**config.mk**
```make
export PLATFORM = sky130hd
export DESIGN_NAME = ocx_tlx_vc_rd_arb
export DESIGN_NICKNAME = d
export VERILOG_FILES = /design/src/rtl/ocx_tlx_vc_rd_arb.sv
export SDC_FILE = /design/constraint.sdc
export NUM_CORES = 1
export LEC_CHECK = 0
export BUFFER_PORTS_ARGS = -buffer_cell sky130_fd_sc_hd__clkbuf_2
export CAP_MARGIN = 20
export CORE_MARGIN = 2
export CORE_UTILIZATION = 32
export DETAILED_ROUTE_END_ITERATION = 8
export GPL_ROUTABILITY_DRIVEN = 0
export PLACE_DENSITY = 0.53
export SYNTH_ARGS = -nofsm -noshare
export SYNTH_HDL_FRONTEND = slang
export SYNTH_SLANG_ARGS = --single-unit
```
**constraint.sdc**
```tcl
create_clock -name tlx_clk -period 9 [get_ports tlx_clk]
set_input_delay 1.8 -clock tlx_clk [delete_from_list [all_inputs] [get_ports tlx_clk]]
set_output_delay 1.8 -clock tlx_clk [all_outputs]
set_load 0.1 [all_outputs]
```
**src/rtl/ocx_tlx_vc_rd_arb.sv**
```systemverilog
// rtl/ocx_tlx_vc_rd_arb.sv - weighted VC0/VC1 read arbiter with 2-entry output buffer
//
// Picks which virtual-channel FIFO to pop each cycle, captures the RAM read
// data one cycle later, and queues it in a 2-entry output FIFO toward the
// parser.
//
// Optional feature: define OCX_TLX_VC_ARB_PERF_EN to add saturating grant
// counters vc0_grant_cnt / vc1_grant_cnt.
//
// Ports:
//   tlx_clk, reset_n           clock, asynchronous active-low reset
//   vc0_req, vc1_req           VC has a verified entry and credit
//   vc0_rd_ena, vc1_rd_ena     one-cycle pop strobes (at most one per cycle)
//   vc0_rd_data, vc1_rd_data   RAM data, valid the cycle after rd_ena
//   cfg_vc1_weight             max consecutive VC1 grants while VC0 waits
//   out_valid/out_ready        output handshake
//   out_vc, out_data           source VC and payload of the oldest entry
//   arb_idle                   nothing in flight, buffer empty, no requests
//   vc0_grant_cnt/vc1_grant_cnt  (PERF_EN only) saturating grant counters
module ocx_tlx_vc_rd_arb #(
    parameter int DATA_WIDTH = 56,
    parameter int CNT_WIDTH  = 16
) (
    input  logic                  tlx_clk,
    input  logic                  reset_n,
    input  logic                  vc0_req,
    input  logic                  vc1_req,
    output logic                  vc0_rd_ena,
    output logic                  vc1_rd_ena,
    input  logic [DATA_WIDTH-1:0] vc0_rd_data,
    input  logic [DATA_WIDTH-1:0] vc1_rd_data,
    input  logic [3:0]            cfg_vc1_weight,
    output logic                  out_valid,
    input  logic                  out_ready,
    output logic                  out_vc,
    output logic [DATA_WIDTH-1:0] out_data,
    output logic                  arb_idle
`ifdef OCX_TLX_VC_ARB_PERF_EN
    ,
    output logic [CNT_WIDTH-1:0]  vc0_grant_cnt,
    output logic [CNT_WIDTH-1:0]  vc1_grant_cnt
`endif
);

    logic [3:0]            streak;
    logic                  inflight;
    logic                  inflight_vc;
    logic [DATA_WIDTH-1:0] buf_data [2];
    logic                  buf_vc   [2];
    logic                  wr_ptr;
    logic                  rd_ptr;
    logic [1:0]            occ;

    logic       pop;
    logic       push;
    logic [2:0] fill;
    logic       can_grant;
    logic       both_req;
    logic       pick_vc0;
    logic       grant;

    assign pop  = (occ != 2'd0) & out_ready;
    assign push = inflight;

    // Space check counts the read already in flight and credits a pop in
    // the same cycle, so back-to-back grants keep flowing at full rate.
    assign fill      = {1'b0, occ} + {2'b00, inflight} - {2'b00, pop};
    assign can_grant = (fill < 3'd2);

    // '>=' rather than '==' so lowering the weight below the current
    // streak hands the next grant straight to VC0.
    assign both_req = vc0_req & vc1_req;
    assign pick_vc0 = vc0_req & (~vc1_req | (streak >= cfg_vc1_weight));

    // Gated by reset_n so the strobes are quiet throughout reset.
    assign vc0_rd_ena = reset_n & can_grant & pick_vc0;
    assign vc1_rd_ena = reset_n & can_grant & vc1_req & ~pick_vc0;
    assign grant      = vc0_rd_ena | vc1_rd_ena;

    always_ff @(posedge tlx_clk or negedge reset_n) begin
        if (!reset_n) begin
            streak      <= 4'd0;
            inflight    <= 1'b0;
            inflight_vc <= 1'b0;
            wr_ptr      <= 1'b0;
            rd_ptr      <= 1'b0;
            occ         <= 2'd0;
        end else begin
            inflight <= grant;
            if (grant) begin
                inflight_vc <= vc1_rd_ena;
                streak      <= (both_req & vc1_rd_ena) ? streak + 4'd1 : 4'd0;
            end
            if (push) begin
                wr_ptr <= ~wr_ptr;
            end
            if (pop) begin
                rd_ptr <= ~rd_ptr;
            end
            case ({push, pop})
                2'b10:   occ <= occ + 2'd1;
                2'b01:   occ <= occ - 2'd1;
                default: occ <= occ;
            endcase
        end
    end

    // Payload storage needs no reset: occupancy gates every use of it.
    always_ff @(posedge tlx_clk) begin
        if (push) begin
            buf_data[wr_ptr] <= inflight_vc ? vc1_rd_data : vc0_rd_data;
            buf_vc[wr_ptr]   <= inflight_vc;
        end
    end

    assign out_valid = (occ != 2'd0);
    assign out_vc    = out_valid & buf_vc[rd_ptr];
    assign out_data  = out_valid ? buf_data[rd_ptr] : '0;
    assign arb_idle  = ~reset_n |
                       (~inflight & (occ == 2'd0) & ~vc0_req & ~vc1_req);

`ifdef OCX_TLX_VC_ARB_PERF_EN
    always_ff @(posedge tlx_clk or negedge reset_n) begin
        if (!reset_n) begin
            vc0_grant_cnt <= '0;
            vc1_grant_cnt <= '0;
        end else begin
            if (vc0_rd_ena && !(&vc0_grant_cnt)) begin
                vc0_grant_cnt <= vc0_grant_cnt + CNT_WIDTH'(1);
            end
            if (vc1_rd_ena && !(&vc1_grant_cnt)) begin
                vc1_grant_cnt <= vc1_grant_cnt + CNT_WIDTH'(1);
            end
        end
    end
`endif

endmodule
```
==> PnR_summary.wiki <==
{| class="wikitable"
! Metric !! Value
|-
| DRC || 0
|-
| Area leader, netlist || edfxtp_1
|-
| Synth top area share || 60.6%
|-
| Avg Cell Area, Syn || 15.0 um2
|-
| Antenna violations before repair || 0
|-
| Root Buffer || clkbuf_16
|-
| Number of synthesized register bits || 124
|-
| Count of boundary I/O pins || 182
|-
| Post-detailed-placement half-perimeter wirelength || 7.90 mm
|-
| GRT Residual Overflow || 0
|-
| Post-Syn Area || 0.00565 mm2
|-
| Number of distinct standard cells referenced by the synthesized netlist || 38
|-
| Main combinational cell family by area after synthesis || multiplexers
|-
| Critical-path top delay cell || clkbuf_2
|-
| Post CTS Setup Buffer Count || 0
|-
| Worst slew pin tran || 1.07 ns
|-
| Quantity of gates resized following cts || 0
|-
| Skew final || 0.00655 ns
|-
| Largest net degree at the start of global routing || 59
|-
| Final critical-path share of the clock period || 63.7%
|-
| Top FF cell, synth || edfxtp_1
|-
| Synthesized netlist net count || 504
|-
| Final number of hold-violating endpoints || 0
|-
| Routed via count || 3616
|-
| Number of buffers inserted for hold repair after clock tree synthesis || 0
|-
| Biggest cell delay along the critical path || 0.49 ns
|-
| Buffer levels on the longest clock path || 2
|-
| Post-layout nets || 687
|-
| Via-to-Cell Ratio || 4.53
|-
| Post-synthesis instance total || 377
|-
| Final setup violation count || 0
|-
| Number of buffers inserted during clock tree synthesis || 17
|-
| Deepest level of the CTS H-tree || 4
|-
| Die Y || 137 um
|-
| Kind of critical path || in -> out
|-
| Number of I/O port buffers || 181
|-
| Maxcap violations || 0
|-
| Fraction of synthesized cell area in xor and xnor cells || 1.11%
|-
| Routed WL per cell || 14.8 um
|-
| Global-route wire length before repair || 18.1 mm
|-
| Standard cell core area || 0.0173 mm2
|-
| Slew Limit Headroom || 28.6%
|-
| Most used cell along the critical path || clkbuf_2
|-
| Proportion of synthesized chip area in sequential cells || 65.0%
|-
| Iteration count of the initial detailed-routing pass || 4
|-
| Horizontal extent of the die || 137 um
|-
| TNS Setup || 0 ns
|-
| Startpoint class of the critical path || input pin
|-
| DRT iter0 DRCs || 194
|-
| Compound-cell area share of the yosys netlist || 2.28%
|-
| Effective utilization at floorplan || 32.7%
|-
| Share of synthesized flip-flops with an asynchronous set or reset || 8.06%
|-
| Number of global-route vias before repair || 3603
|-
| Adder-cell share of the synthesized area || 1.46%
|-
| Largest fanout on the critical path || 4
|-
| Critical path, cell by cell || clkbuf_2 -> nand2_1 -> nor2_1 -> a21oi_1 -> nand2b_1 -> fa_1 -> xnor2_1 -> nand4_1 -> a31oi_1 -> clkbuf_2
|-
| Clock latency on the worst-skew pair || 0.40 ns
|-
| Total global-route track usage || 12.9%
|-
| CTS tree || built
|-
| Total Routed Length || 11.8 mm
|-
| Number of rows in the core area || 48
|-
| Sinks on Clock Net || 124
|-
| Dominant cells by area after synthesis || edfxtp_1 (61%), mux2_2 (11%), mux2i_1 (10%)
|-
| Outcome || completed
|-
| CP Data Required Time || 7.20 ns
|-
| Worst path arrival time || 3.93 ns
|-
| Simple logic cell fraction of the synthesized area || 6.18%
|-
| Shortest clock period the worst path allows after layout || 5.73 ns
|-
| Max Clk Rate || 0.174 GHz
|-
| Worst min-delay path category || reg -> reg
|-
| Signed area change from the synthesized netlist to the final layout || 30.3%
|-
| Layout cell share with drive strength beyond 1 || 48.5%
|-
| CTS clk-pin slew, worst paths || 0.05 ns
|-
| N_diodes || 0
|-
| Remaining antenna violation count || 0
|-
| Capturing element type of the critical path || output port
|-
| Final Max Tran Viols || 0
|-
| Number of flops mapped to enable cells by yosys || 114
|-
| Setup repair after global routing missed its margin || no
|-
| Proportion of synthesized area in mux cells || 21.3%
|-
| Total of warnings raised by yosys || 0
|-
| Die outline area || 0.0187 mm2
|}
## cells in the final DEF (no fill, tap or decap), types with 2 or more instances in the layout
cell type and count:
nand2_1 3, clkbuf_8 4, o21ai_0 5, mux2i_1 57, inv_1 10, ha_1 5
nor2_4 2, clkbuf_1 5, o21ai_1 2, a21oi_1 6, nand3_1 2, nand4_1 2
mux2_2 56, buf_4 4, clkbuf_2 181, nor2_1 59, edfxtp_1 114, nand2b_1 3
clkbuf_16 17, bufinv_16 2, clkinvlp_4 3, dfrtp_1 8, xnor2_1 3
## Yosys cell counts, types with 2 or more instances
cell / number
buf_2: 14
buf_4: 3
mux2i_1: 57
mux2_2: 56
inv_1: 10
o21ai_1: 2
dfrtp_1: 10
nand3_1: 2
xnor2_1: 3
nor2_1: 60
o21ai_0: 5
a21oi_1: 6
edfxtp_1: 114
ha_1: 5
nand2_1: 3
buf_1: 2
nand2b_1: 3
nand4_1: 2
## final timing paths
check	from	cells after the start	slack (ns)	end
max	out_ready	10	3.27	vc0_rd_ena
min in group asynchronous	reset_n	1	1.29	occ[1]
min reg2reg	wr_ptr	1	0.54	wr_ptr
max in group asynchronous	reset_n	1	7.42	rd_ptr
max reg2reg	occ[1]	9	6.52	streak[2]
min	wr_ptr	1	0.54	wr_ptr
## routing by layer
| metal | GRT usage (%) | wire length [um] |
|---|---|---|
| met1 | 16.1 | 5310 |
| met5 | 0 | 0 |
| met3 | 3.81 | 729 |
| met2 | 21.0 | 5610 |
| met4 | 4.98 | 163 |
## state kept, by name (all words and copies together) (netlist names)
name / flops
streak: 4
wr_ptr: 1
buf_vc: 2
buf_data: 112
inflight_vc: 1
inflight: 1
occ: 2
rd_ptr: 1
## critical path: cells and delay by family
| family | cells | cell delay, ns |
|---|---|---|
| XOR/XNOR | 1 | 0.22 |
| AND/OR/NAND/NOR | 4 | 0.53 |
| AO/OA/AOI/OAI | 2 | 0.29 |
| buffers and inverters | 2 | 0.61 |
| adder cells (fa/ha/maj) | 1 | 0.48 |
## layout make-up
cell class / instances / area (um2)
tap: 225 / 282
clock buffer: 26 / 499
inverter: 10 / 37.5
timing repair buffer: 185 / 936
sequential: 124 / 3680
fill: 1586 / 9940
clock inverter: 6 / 87.6
multi-input combinational: 222 / 1840
## kinds of logic (layout without fill, tap and decap cells)
| group | after synthesis | count (layout) |
|---|---|---|
| DFF | 124 | 124 |
| and+or+nand+nor | 78 | 78 |
| adders and majority gates | 6 | 6 |
| xor gates and xnor gates | 5 | 5 |
| buffers and inverters | 31 | 227 |
| muxes | 113 | 113 |
| AOI/OAI and AO/OA | 20 | 20 |
## through the flow
step                      hold slack, ns  setup slack [ns]  cell area (um2)  std cells  utilization, %
final                              0.539              3.27             7360        798            42.6
after CTS                          0.540              3.24             7360        798            42.6
after floorplan                    0.453              2.26             5650        377               -
after detailed placement           0.531              3.25             6770        766            39.2
after global placement             0.538              3.30             6770        766            39.2
after global routing               0.574              3.04             7360        798            42.6
Power is not shown: default switching activity piles up to over one toggle a cycle in this logic, so the estimate is an artifact.
